File: src/rtl/ddr_wpack_buf_if.sv
// Bundle of the frame-control, beat-input and packed-word-output signals of ddr_wpack_buf.
// Handshakes: a transfer completes on a rising edge where valid and ready are both 1; valid never waits on ready.
interface ddr_wpack_buf_if #(
    parameter int IN_W  = 16,
    parameter int OUT_W = 128,
    parameter int DEPTH = 16
);
    logic                     frame_load;
    logic                     frame_end;
    logic                     in_valid;
    logic                     in_ready;
    logic [IN_W-1:0]          in_data;
    logic                     out_valid;
    logic                     out_ready;
    logic [OUT_W-1:0]         out_data;
    logic [$clog2(DEPTH):0]   fill_cnt;
    logic                     overflow;

    modport master (
        output frame_load, frame_end, in_valid, in_data, out_ready,
        input  in_ready, out_valid, out_data, fill_cnt, overflow
    );

    modport slave (
        input  frame_load, frame_end, in_valid, in_data, out_ready,
        output in_ready, out_valid, out_data, fill_cnt, overflow
    );
endinterface

File: src/rtl/ddr_wpack_buf.sv
// Packs IN_W beats into OUT_W words and buffers them in a FWFT FIFO with a registered head.
// Macro WPACK_PARTIAL_FLUSH_EN: frame_end pads and pushes a partial word instead of discarding it.
module ddr_wpack_buf #(
    parameter int IN_W      = 16,
    parameter int OUT_W     = 128,
    parameter int DEPTH     = 16,
    parameter int MSB_FIRST = 1
) (
    input  logic                 ui_clk,
    input  logic                 rst_h,
    ddr_wpack_buf_if.slave       bus,
    output logic                 state_dbg_o
);
    localparam int RATIO  = OUT_W / IN_W;
    localparam int CNT_W  = $clog2(RATIO);
    localparam int PTR_W  = $clog2(DEPTH);
    localparam int FILL_W = PTR_W + 1;

    typedef enum logic {ST_RUN = 1'b0, ST_FLUSH = 1'b1} state_t;

    state_t             state_q, state_d;
    logic [CNT_W-1:0]   beat_cnt_q, beat_cnt_d;
    logic [OUT_W-1:0]   shift_q, shift_d;
    logic [PTR_W-1:0]   wr_ptr_q, wr_ptr_d;
    logic [PTR_W-1:0]   rd_ptr_q, rd_ptr_d;
    logic [FILL_W-1:0]  fill_q, fill_d;
    logic               ovf_q, ovf_d;
    logic [OUT_W-1:0]   head_q, head_d;
    logic [OUT_W-1:0]   mem [DEPTH];

    logic               full;
    logic               in_ready;
    logic               out_valid;
    logic               accept;
    logic               pop;
    logic               push;
    logic [OUT_W-1:0]   push_word;
    logic [OUT_W-1:0]   shifted;
    logic [PTR_W-1:0]   rd_nxt;
`ifdef WPACK_PARTIAL_FLUSH_EN
    logic [OUT_W-1:0]   padded;
    int unsigned        pad_bits;
`endif

    // in_ready depends on registered state only, so out_ready never reaches it combinationally.
    assign full      = (fill_q == FILL_W'(DEPTH));
    assign in_ready  = !rst_h && !full && (state_q == ST_RUN);
    assign out_valid = (fill_q != '0);
    assign accept    = bus.in_valid && in_ready;
    assign pop       = out_valid && bus.out_ready;
    assign rd_nxt    = rd_ptr_q + PTR_W'(1);

    always_comb begin
        shifted = '0;
        if (MSB_FIRST != 0) shifted = {shift_q[OUT_W-IN_W-1:0], bus.in_data};
        else                shifted = {bus.in_data, shift_q[OUT_W-1:IN_W]};
    end

`ifdef WPACK_PARTIAL_FLUSH_EN
    // Padding equals shifting in the missing zero beats all at once.
    always_comb begin
        pad_bits = (RATIO - int'(beat_cnt_q)) * IN_W;
        padded   = '0;
        if (MSB_FIRST != 0) padded = shift_q << pad_bits;
        else                padded = shift_q >> pad_bits;
    end
`endif

    always_comb begin
        state_d    = state_q;
        beat_cnt_d = beat_cnt_q;
        shift_d    = shift_q;
        wr_ptr_d   = wr_ptr_q;
        rd_ptr_d   = rd_ptr_q;
        fill_d     = fill_q;
        ovf_d      = ovf_q;
        head_d     = head_q;
        push       = 1'b0;
        push_word  = shifted;

        if (bus.frame_load) begin
            state_d    = ST_RUN;
            beat_cnt_d = '0;
            shift_d    = '0;
            wr_ptr_d   = '0;
            rd_ptr_d   = '0;
            fill_d     = '0;
            ovf_d      = 1'b0;
            head_d     = '0;
        end else begin
            if (bus.in_valid && !in_ready) ovf_d = 1'b1;

            case (state_q)
                ST_RUN: begin
                    if (accept) begin
                        shift_d = shifted;
                        if (beat_cnt_q == CNT_W'(RATIO - 1)) begin
                            push       = 1'b1;
                            beat_cnt_d = '0;
                        end else begin
                            beat_cnt_d = beat_cnt_q + CNT_W'(1);
                        end
                    end
                    if (bus.frame_end && (beat_cnt_d != '0)) state_d = ST_FLUSH;
                end
                ST_FLUSH: begin
`ifdef WPACK_PARTIAL_FLUSH_EN
                    if (!full) begin
                        push       = 1'b1;
                        push_word  = padded;
                        beat_cnt_d = '0;
                        shift_d    = '0;
                        state_d    = ST_RUN;
                    end
`else
                    beat_cnt_d = '0;
                    shift_d    = '0;
                    state_d    = ST_RUN;
`endif
                end
                default: state_d = ST_RUN;
            endcase

            if (push) wr_ptr_d = wr_ptr_q + PTR_W'(1);
            if (pop)  rd_ptr_d = rd_nxt;
            if (push && !pop)      fill_d = fill_q + FILL_W'(1);
            else if (pop && !push) fill_d = fill_q - FILL_W'(1);

            // Head register tracks the oldest stored word: load on push into an emptying FIFO, else advance.
            if (push && ((fill_q == '0) || (pop && (fill_q == FILL_W'(1))))) head_d = push_word;
            else if (pop && (fill_q > FILL_W'(1)))                          head_d = mem[rd_nxt];
        end
    end

    always_ff @(posedge ui_clk or posedge rst_h) begin
        if (rst_h) begin
            state_q    <= ST_RUN;
            beat_cnt_q <= '0;
            shift_q    <= '0;
            wr_ptr_q   <= '0;
            rd_ptr_q   <= '0;
            fill_q     <= '0;
            ovf_q      <= 1'b0;
            head_q     <= '0;
        end else begin
            state_q    <= state_d;
            beat_cnt_q <= beat_cnt_d;
            shift_q    <= shift_d;
            wr_ptr_q   <= wr_ptr_d;
            rd_ptr_q   <= rd_ptr_d;
            fill_q     <= fill_d;
            ovf_q      <= ovf_d;
            head_q     <= head_d;
        end
    end

    always_ff @(posedge ui_clk) begin
        if (push) mem[wr_ptr_q] <= push_word;
    end

    assign bus.in_ready  = in_ready;
    assign bus.out_valid = out_valid;
    assign bus.out_data  = head_q;
    assign bus.fill_cnt  = fill_q;
    assign bus.overflow  = ovf_q;
    assign state_dbg_o   = (state_q == ST_FLUSH);
endmodule

File: src/flat_wrapper.sv
// flat-port wrapper written by rule: the top's interface ports become plain ports
module ddr_wpack_buf_flat 
#(
    parameter int IN_W      = 16,
    parameter int OUT_W     = 128,
    parameter int DEPTH     = 16,
    parameter int MSB_FIRST = 1
)
  (ui_clk, rst_h, state_dbg_o, bus_frame_load, bus_frame_end, bus_in_valid, bus_in_data, bus_out_ready, bus_in_ready, bus_out_valid, bus_out_data, bus_fill_cnt, bus_overflow);
  ddr_wpack_buf_if #(.IN_W(IN_W), .OUT_W(OUT_W), .DEPTH(DEPTH)) bus_i ();
  input  logic ui_clk;
  input  logic rst_h;
  output logic state_dbg_o;
  input wire logic [$bits(bus_i.frame_load)-1:0] bus_frame_load;
  input wire logic [$bits(bus_i.frame_end)-1:0] bus_frame_end;
  input wire logic [$bits(bus_i.in_valid)-1:0] bus_in_valid;
  input wire logic [$bits(bus_i.in_data)-1:0] bus_in_data;
  input wire logic [$bits(bus_i.out_ready)-1:0] bus_out_ready;
  output wire logic [$bits(bus_i.in_ready)-1:0] bus_in_ready;
  output wire logic [$bits(bus_i.out_valid)-1:0] bus_out_valid;
  output wire logic [$bits(bus_i.out_data)-1:0] bus_out_data;
  output wire logic [$bits(bus_i.fill_cnt)-1:0] bus_fill_cnt;
  output wire logic [$bits(bus_i.overflow)-1:0] bus_overflow;
  assign bus_i.frame_load = bus_frame_load;
  assign bus_i.frame_end = bus_frame_end;
  assign bus_i.in_valid = bus_in_valid;
  assign bus_i.in_data = bus_in_data;
  assign bus_i.out_ready = bus_out_ready;
  assign bus_in_ready = bus_i.in_ready;
  assign bus_out_valid = bus_i.out_valid;
  assign bus_out_data = bus_i.out_data;
  assign bus_fill_cnt = bus_i.fill_cnt;
  assign bus_overflow = bus_i.overflow;
  ddr_wpack_buf #(.IN_W(IN_W), .OUT_W(OUT_W), .DEPTH(DEPTH), .MSB_FIRST(MSB_FIRST)) u_core (.ui_clk(ui_clk), .rst_h(rst_h), .bus(bus_i), .state_dbg_o(state_dbg_o));
endmodule
File: config.mk
export PLATFORM = sky130hd
export DESIGN_NAME = ddr_wpack_buf_flat
export DESIGN_NICKNAME = d
export VERILOG_FILES = /design/src/rtl/ddr_wpack_buf_if.sv /design/src/rtl/ddr_wpack_buf.sv /design/src/flat_wrapper.sv
export SDC_FILE = /design/constraint.sdc
export NUM_CORES = 2
export LEC_CHECK = 0
export CAP_MARGIN = 20
export CORE_UTILIZATION = 36
export DETAILED_ROUTE_END_ITERATION = 8
export PLACE_DENSITY = 0.52
export SKIP_LAST_GASP = 1
export SYNTH_ARGS = -nofsm -noshare
export SYNTH_HDL_FRONTEND = slang
export SYNTH_SLANG_ARGS = --single-unit
File: constraint.sdc
create_clock -name ui_clk -period 14 [get_ports ui_clk]
set_input_delay 2.1 -clock ui_clk [delete_from_list [all_inputs] [get_ports ui_clk]]
set_output_delay 2.1 -clock ui_clk [all_outputs]
set_load 0.1 [all_outputs]
* Yosys cells after proc, flatten, opt, wreduce, memory -nomap -nowiden *
Memory sizes are Yosys's and may differ from the RTL's.
Cells that the tools add are included.
Widths: inputs -> output; s select.

word-level totals
  bits in registers = 258
  RAM bits = 2048
  input bits = 22
  memories = 1

memory list
  name        words  width  read ports  clocked after memory_dff  wr ports  line                 source
  u_core.mem  16     128    1           0                         1         ddr_wpack_buf.sv:29  logic [OUT_W-1:0] mem [DEPTH];

cells by class
  add/subtract/negate cells = 5
  magnitude comparators = 1
  equal/unequal tests = 4
  multiplexer cells = 31
  bitwise logic cells = 1
  reductions and logical operators = 25

operators with widths
  kind                 number
  $mux 128             3
  $mux 112             2
  $pmux 112 s2         1
  $mux 4               4
  $mux 3               5
  $mux 5               3
  $logic_and 1x1->1    11
  $mux 1               11
  $reduce_bool 3->1    3
  $add 4x1->4 const B  2
  $pmux 3 s2           1
  $reduce_bool 2->1    3
  $add 5x1->5 const B  1
  $eq 5x1->1 const B   1
  $eq 5x5->1 const B   1
  $gt 5x1->1 const B   1
  $logic_not 1->1      5
  $logic_not 5->1      1
  $reduce_bool 5->1    1
  $sub 5x1->5 const B  1
  $add 3x1->3 const B  1
  $eq 3x3->1 const B   1
  $ne 3x2->1 const B   1
  $pmux 1 s2           1
  2 further kinds      2

* Logic depth before layout (Yosys ltp) *
  depth in word-level cells = 13
  gate-level depth with buffers = 11

* Least setup slack after synthesis *
No wires, ideal clock.

  path type = input to register
  start point = input rst_h
  end point = memory u_core.mem[1][0] (enable)
  data arrival time = 15.526 ns
  path slack = -2.455 ns
  cell stages on the path = 6
  buffers on the path = 0
  path through = nor2_1 nand2_1 inv_1 nand2_1 or2_2 nor4_1

between the ends
  word-level cells in the longest chain between the ends = 10

RTL lines
  item                            line                  source
  start: declaration              flat_wrapper.sv:12    input logic rst_h;
  $logic_not 1->1                 ddr_wpack_buf.sv:47   assign in_ready = !rst_h && !full && (state_q == ST_RUN);
  $logic_and 1x1->1 (2 in a row)  ddr_wpack_buf.sv:47
  named net bus_in_ready          flat_wrapper.sv:19    output wire logic [$bits(bus_i.in_ready)-1:0] bus_in_ready;
  $logic_and 1x1->1               ddr_wpack_buf.sv:49   assign accept = bus.in_valid && in_ready;
  $mux 1                          ddr_wpack_buf.sv:95   if (accept) begin
  $mux 1                          ddr_wpack_buf.sv:93   case (state_q)
  $mux 1 (2 in a row)             ddr_wpack_buf.sv:81   if (bus.frame_load) begin
  $mux 1                          ddr_wpack_buf.sv:158  if (push) mem[wr_ptr_q] <= push_word;
  $mux 1 (implied by the code)    ddr_wpack_buf.sv:158
  end: declaration                ddr_wpack_buf.sv:29

The timed path passes the listed nets, and every way through them passes these cells. The select of a mux whose other input is x is not followed.

* Final worst setup path *
  start point = input rst_h
  end point = output bus_in_ready

between the ends
  word-level cells in the longest chain between the ends = 3

RTL lines
  item                            line
  $logic_not 1->1                 ddr_wpack_buf.sv:47
  $logic_and 1x1->1 (2 in a row)  ddr_wpack_buf.sv:47
  end: declaration                flat_wrapper.sv:19

No other way between the ends.

==> summary.txt <==
STA
---------------------------------------------------------------------------------
Final number of hold-violating endpoints                                        0
Remaining max-slew budget at the tightest pin                               0.211
Final-report max-slew violation count                                           0
Maximum achievable frequency                                              157 MHz
Final setup violation count                                                     0
Final setup margin                                                        7.63 ns
Tmin final                                                                6.37 ns
Sum of negative setup slack                                                  0 ns
Final clock skew                                                        0.0214 ns
Slew at the pin with the worst max-slew slack                             1.18 ns
Final critical-path share of the clock period                               0.455
Unrepaired setup endpoints after global routing                             false

WORST SETUP PATH
---------------------------------------------------------------------------------
Peak per-stage delay on the critical path                                 1.15 ns
Critical path capture point type                                     primary output
Required time at the endpoint of the critical path                       11.90 ns
Data arrival time of the worst path                                       4.27 ns
Maximum fanout encountered on the critical timing path                          3
Crit path cell chain                                                 clkdlybuf4s50_1, nor2_1, nand2_1, inv_1, clkdlybuf4s50_1
Crit start category                                                    input port
Most used cell, CP                                                   clkdlybuf4s50_1
Buffer and inverter count on the worst path                                     3
Cell with the largest stage delay on the worst path                  clkdlybuf4s50_1
Category of the critical setup timing path                                 in2out
Kind of cell adding the most delay to the critical path              buffers and inverters

OUTCOME
---------------------------------------------------------------------------------
Run status                                                              completed

CLOCK TREE
---------------------------------------------------------------------------------
Clk slew on worst S/H paths                                               0.06 ns
Number of cells upsized or downsized after cts                                  0
Hold-fix buffers, CTS                                                           0
Cell chosen for the clock root                                          clkbuf_16
Number of CTS-inserted buffers                                                231
Buffers from clock root to sink, at most                                        3
Clock latency reported for the late side of the worst-skew pair           0.86 ns
TritonCTS clock tree                                                        built
Deepest level of the CTS H-tree                                                 4
Clock sink count                                                             2306
Post-CTS Repair Setup Buffers                                                   0

POWER
---------------------------------------------------------------------------------
Clock group share of total power                                            0.328
VDD IR-drop max                                                        0.000190 V
Ratio of total power to cell area                                      192 nW/µm²
Static Leak                                                             0.0335 µW
Flop pwr share                                                              0.413
Reported net switching power                                              6280 µW
Internal Power                                                           13000 µW
Switching power share of the total                                          0.326
Total power draw                                                         19200 µW
Part of the power in combinational logic                                    0.259

FLOORPLAN
---------------------------------------------------------------------------------
Die Ht                                                                     495 µm
Top Ports                                                                     159
Die Wd                                                                     495 µm
Initial core utilization                                                    0.363
DIE AREA                                                               245000 µm²
Number of cell rows                                                           180
Area inside the core boundary                                          241000 µm²

ROUTE
---------------------------------------------------------------------------------
Via-per-instance ratio                                                       5.51
Final WL                                                                228000 µm
Number of antenna-violating nets in the routed design                           0
DRC errors left                                                                 0
Number of DRC markers after the initial detailed-route iteration             4080
DR vias                                                                     42965
WL/cell                                                                   29.3 µm
Number of iterations in the first detailed-routing pass                         5

SYNTHESIS
---------------------------------------------------------------------------------
Synth warn                                                                      0
Area leader, netlist                                                     edfxtp_1
Most common cell in the netlist                                          edfxtp_1
Cell types with the highest counts after synthesis                   edfxtp_1 (2048), mux4_2 (512), dfrtp_1 (258)
Flip-flop and latch count after synthesis                                    2306
Cell area after synthesis                                               87400 µm²
Number of enable-type register cells in the synthesized netlist              2048
Leading register cell type out of synthesis                              edfxtp_1
Fraction of synthesis flops using an asynchronous set or reset pin          0.112
Synth top area cells                                                 edfxtp_1 (70%), mux4_2 (13%), dfrtp_1 (7.4%)
Area share of the largest cell type after synthesis                         0.704
Number of different library cells in the post-synthesis netlist                44
Synthesized net count                                                        4239
Average instance area after synthesis                                    20.8 µm²
Sequential element share of the synthesized area                            0.777
Syn Inst Count                                                               4206

FINISH
---------------------------------------------------------------------------------
Number of inserted filler cells in the final layout                         21122
Layout Area Growth over Synthesis                                           14.9%
Number of standard cells in the layout, taps in and fillers out              7802
Ratio of cells with drive above 1 in the final layout                       0.214
Net total in the final layout                                                4439

GLOBAL ROUTING
---------------------------------------------------------------------------------
Initial antenna violation count                                                 6
Global router's overall resource usage                                      0.187
Grt total ovfl                                                                  0
Vias in the first global route                                              44860
Global-route wire length before repair                                  330000 µm
Largest net degree at the start of global routing                             145

WORST HOLD PATH
---------------------------------------------------------------------------------
Class of the tightest hold or removal check                               reg2reg

PLACED DESIGN
---------------------------------------------------------------------------------
Number of I/O port buffers                                                    158
Final GP Congestion                                                         0.719
Post-Place Worst Slack                                                    6.92 ns
DP HPWL                                                                 112000 µm
Dpl cells                                                                    7358

RUN
---------------------------------------------------------------------------------
Max-capacitance violation count                                                 0

==> per-layer routing <==
| layer | GRT usage | vias to the layer above | routed length [µm] |
|---|---|---|---|
| met3 | 0.0317 | 309 | 12500 |
| met4 | 0.0492 | 4 | 5270 |
| met5 | 0 | - | 24 |
| met2 | 0.308 | 1280 | 112000 |
| li1 | - | 17910 | - |
| met1 | 0.258 | 23462 | 98400 |
==> worst min-delay path, cell delays in order (launching register included) <==
cell and delay, ns:
dfrtp_1 0.36, a21oi_1 0.05, nor2_1 0.08
==> cell usage in the layout, fill, tap and decap left out, drive strengths merged, types with 2 or more instances in the layout <==
cell type	n
clkinv	84
xor2	5
o21ai	132
xnor2	5
nor3	10
a21o	129
bufinv	23
mux4	512
a41oi	2
nand4	3
a31o	2
nor4	4
ha	11
a21oi	122
and3	5
or2	2
clkinvlp	8
a22oi	256
nor2b	3
a31oi	128
nand2	241
nand3	9
edfxtp	2048
inv	23
clkbuf	317
buf	86
nor2	23
dfrtp	258
clkdlybuf4s50	154
==> path summary, 6_finish.rpt <==
| path | slack, ns | endpoint | depth (start not counted) | start |
|---|---|---|---|---|
| worst max-delay path | 7.63 | bus_in_ready | 5 | rst_h |
| worst min-delay path | 0.53 | u_core.bus.overflow | 2 | u_core.bus.overflow |
| worst max register to register | 8.59 | u_core.bus.out_data[29] | 8 | u_core.rd_ptr_q[0] |
| worst min register to register | 0.53 | u_core.bus.overflow | 2 | u_core.bus.overflow |
| max in group asynchronous | 9.95 | u_core.bus.out_data[31] | 4 | rst_h |
| min in group asynchronous | 1.82 | u_core.bus.fill_cnt[3] | 2 | rst_h |
==> flip-flops by register name, indices dropped and copies added, names as in the netlist, 3 cells and up <==
signal	flops
u_core.mem	2048
u_core.bus.out_data	128
u_core.shift_q	112
u_core.bus.fill_cnt	5
u_core.rd_ptr_q	4
u_core.wr_ptr_q	4
u_core.beat_cnt_q	3
==> stage by stage <==
stage / hold WS (ns) / utilization / cell area, µm²
finish: 0.530 / 0.417 / 100000
CTS: 0.536 / 0.417 / 100000
floorplan: 0.519 / - / 87400
detailed placement: 0.524 / 0.384 / 92600
global route: 0.575 / 0.417 / 100000
global placement: 0.513 / 0.384 / 92600
==> power groups by stage <==
| stage | clock network [µW] | registers [µW] | logic, µW |
|---|---|---|---|
| detailed placement | 0 | 8120 | 5060 |
| CTS | 6440 | 7980 | 5070 |
| finish | 6300 | 7950 | 4980 |
| floorplan | 0 | 9290 | 2550 |
| global placement | 0 | 8120 | 5060 |
| global route | 6690 | 7990 | 5290 |
==> kinds of logic after synthesis <==
| group | synth area share |
|---|---|
| xor+xnor | 0.00100 |
| compound gates | 0.0577 |
| buf+inv | 0.0160 |
| mux | 0.132 |
| simple gates | 0.0142 |
| fa+ha+maj | 0.00157 |
| flops | 0.777 |
==> final cells by class <==
type	count	area (µm²)	share of cell area
clock inverter	126	1380	0.0137
inverter	12	52.6	0.000523
tap	3185	3990	0.0397
multi-input combinational	1615	18200	0.182
clock buffer	317	6400	0.0637
sequential	2306	68000	0.677
timing repair buffer	240	2370	0.0237
antenna	1	2.50	0.0000249
Note: power is estimated with default switching activity, not from simulation.
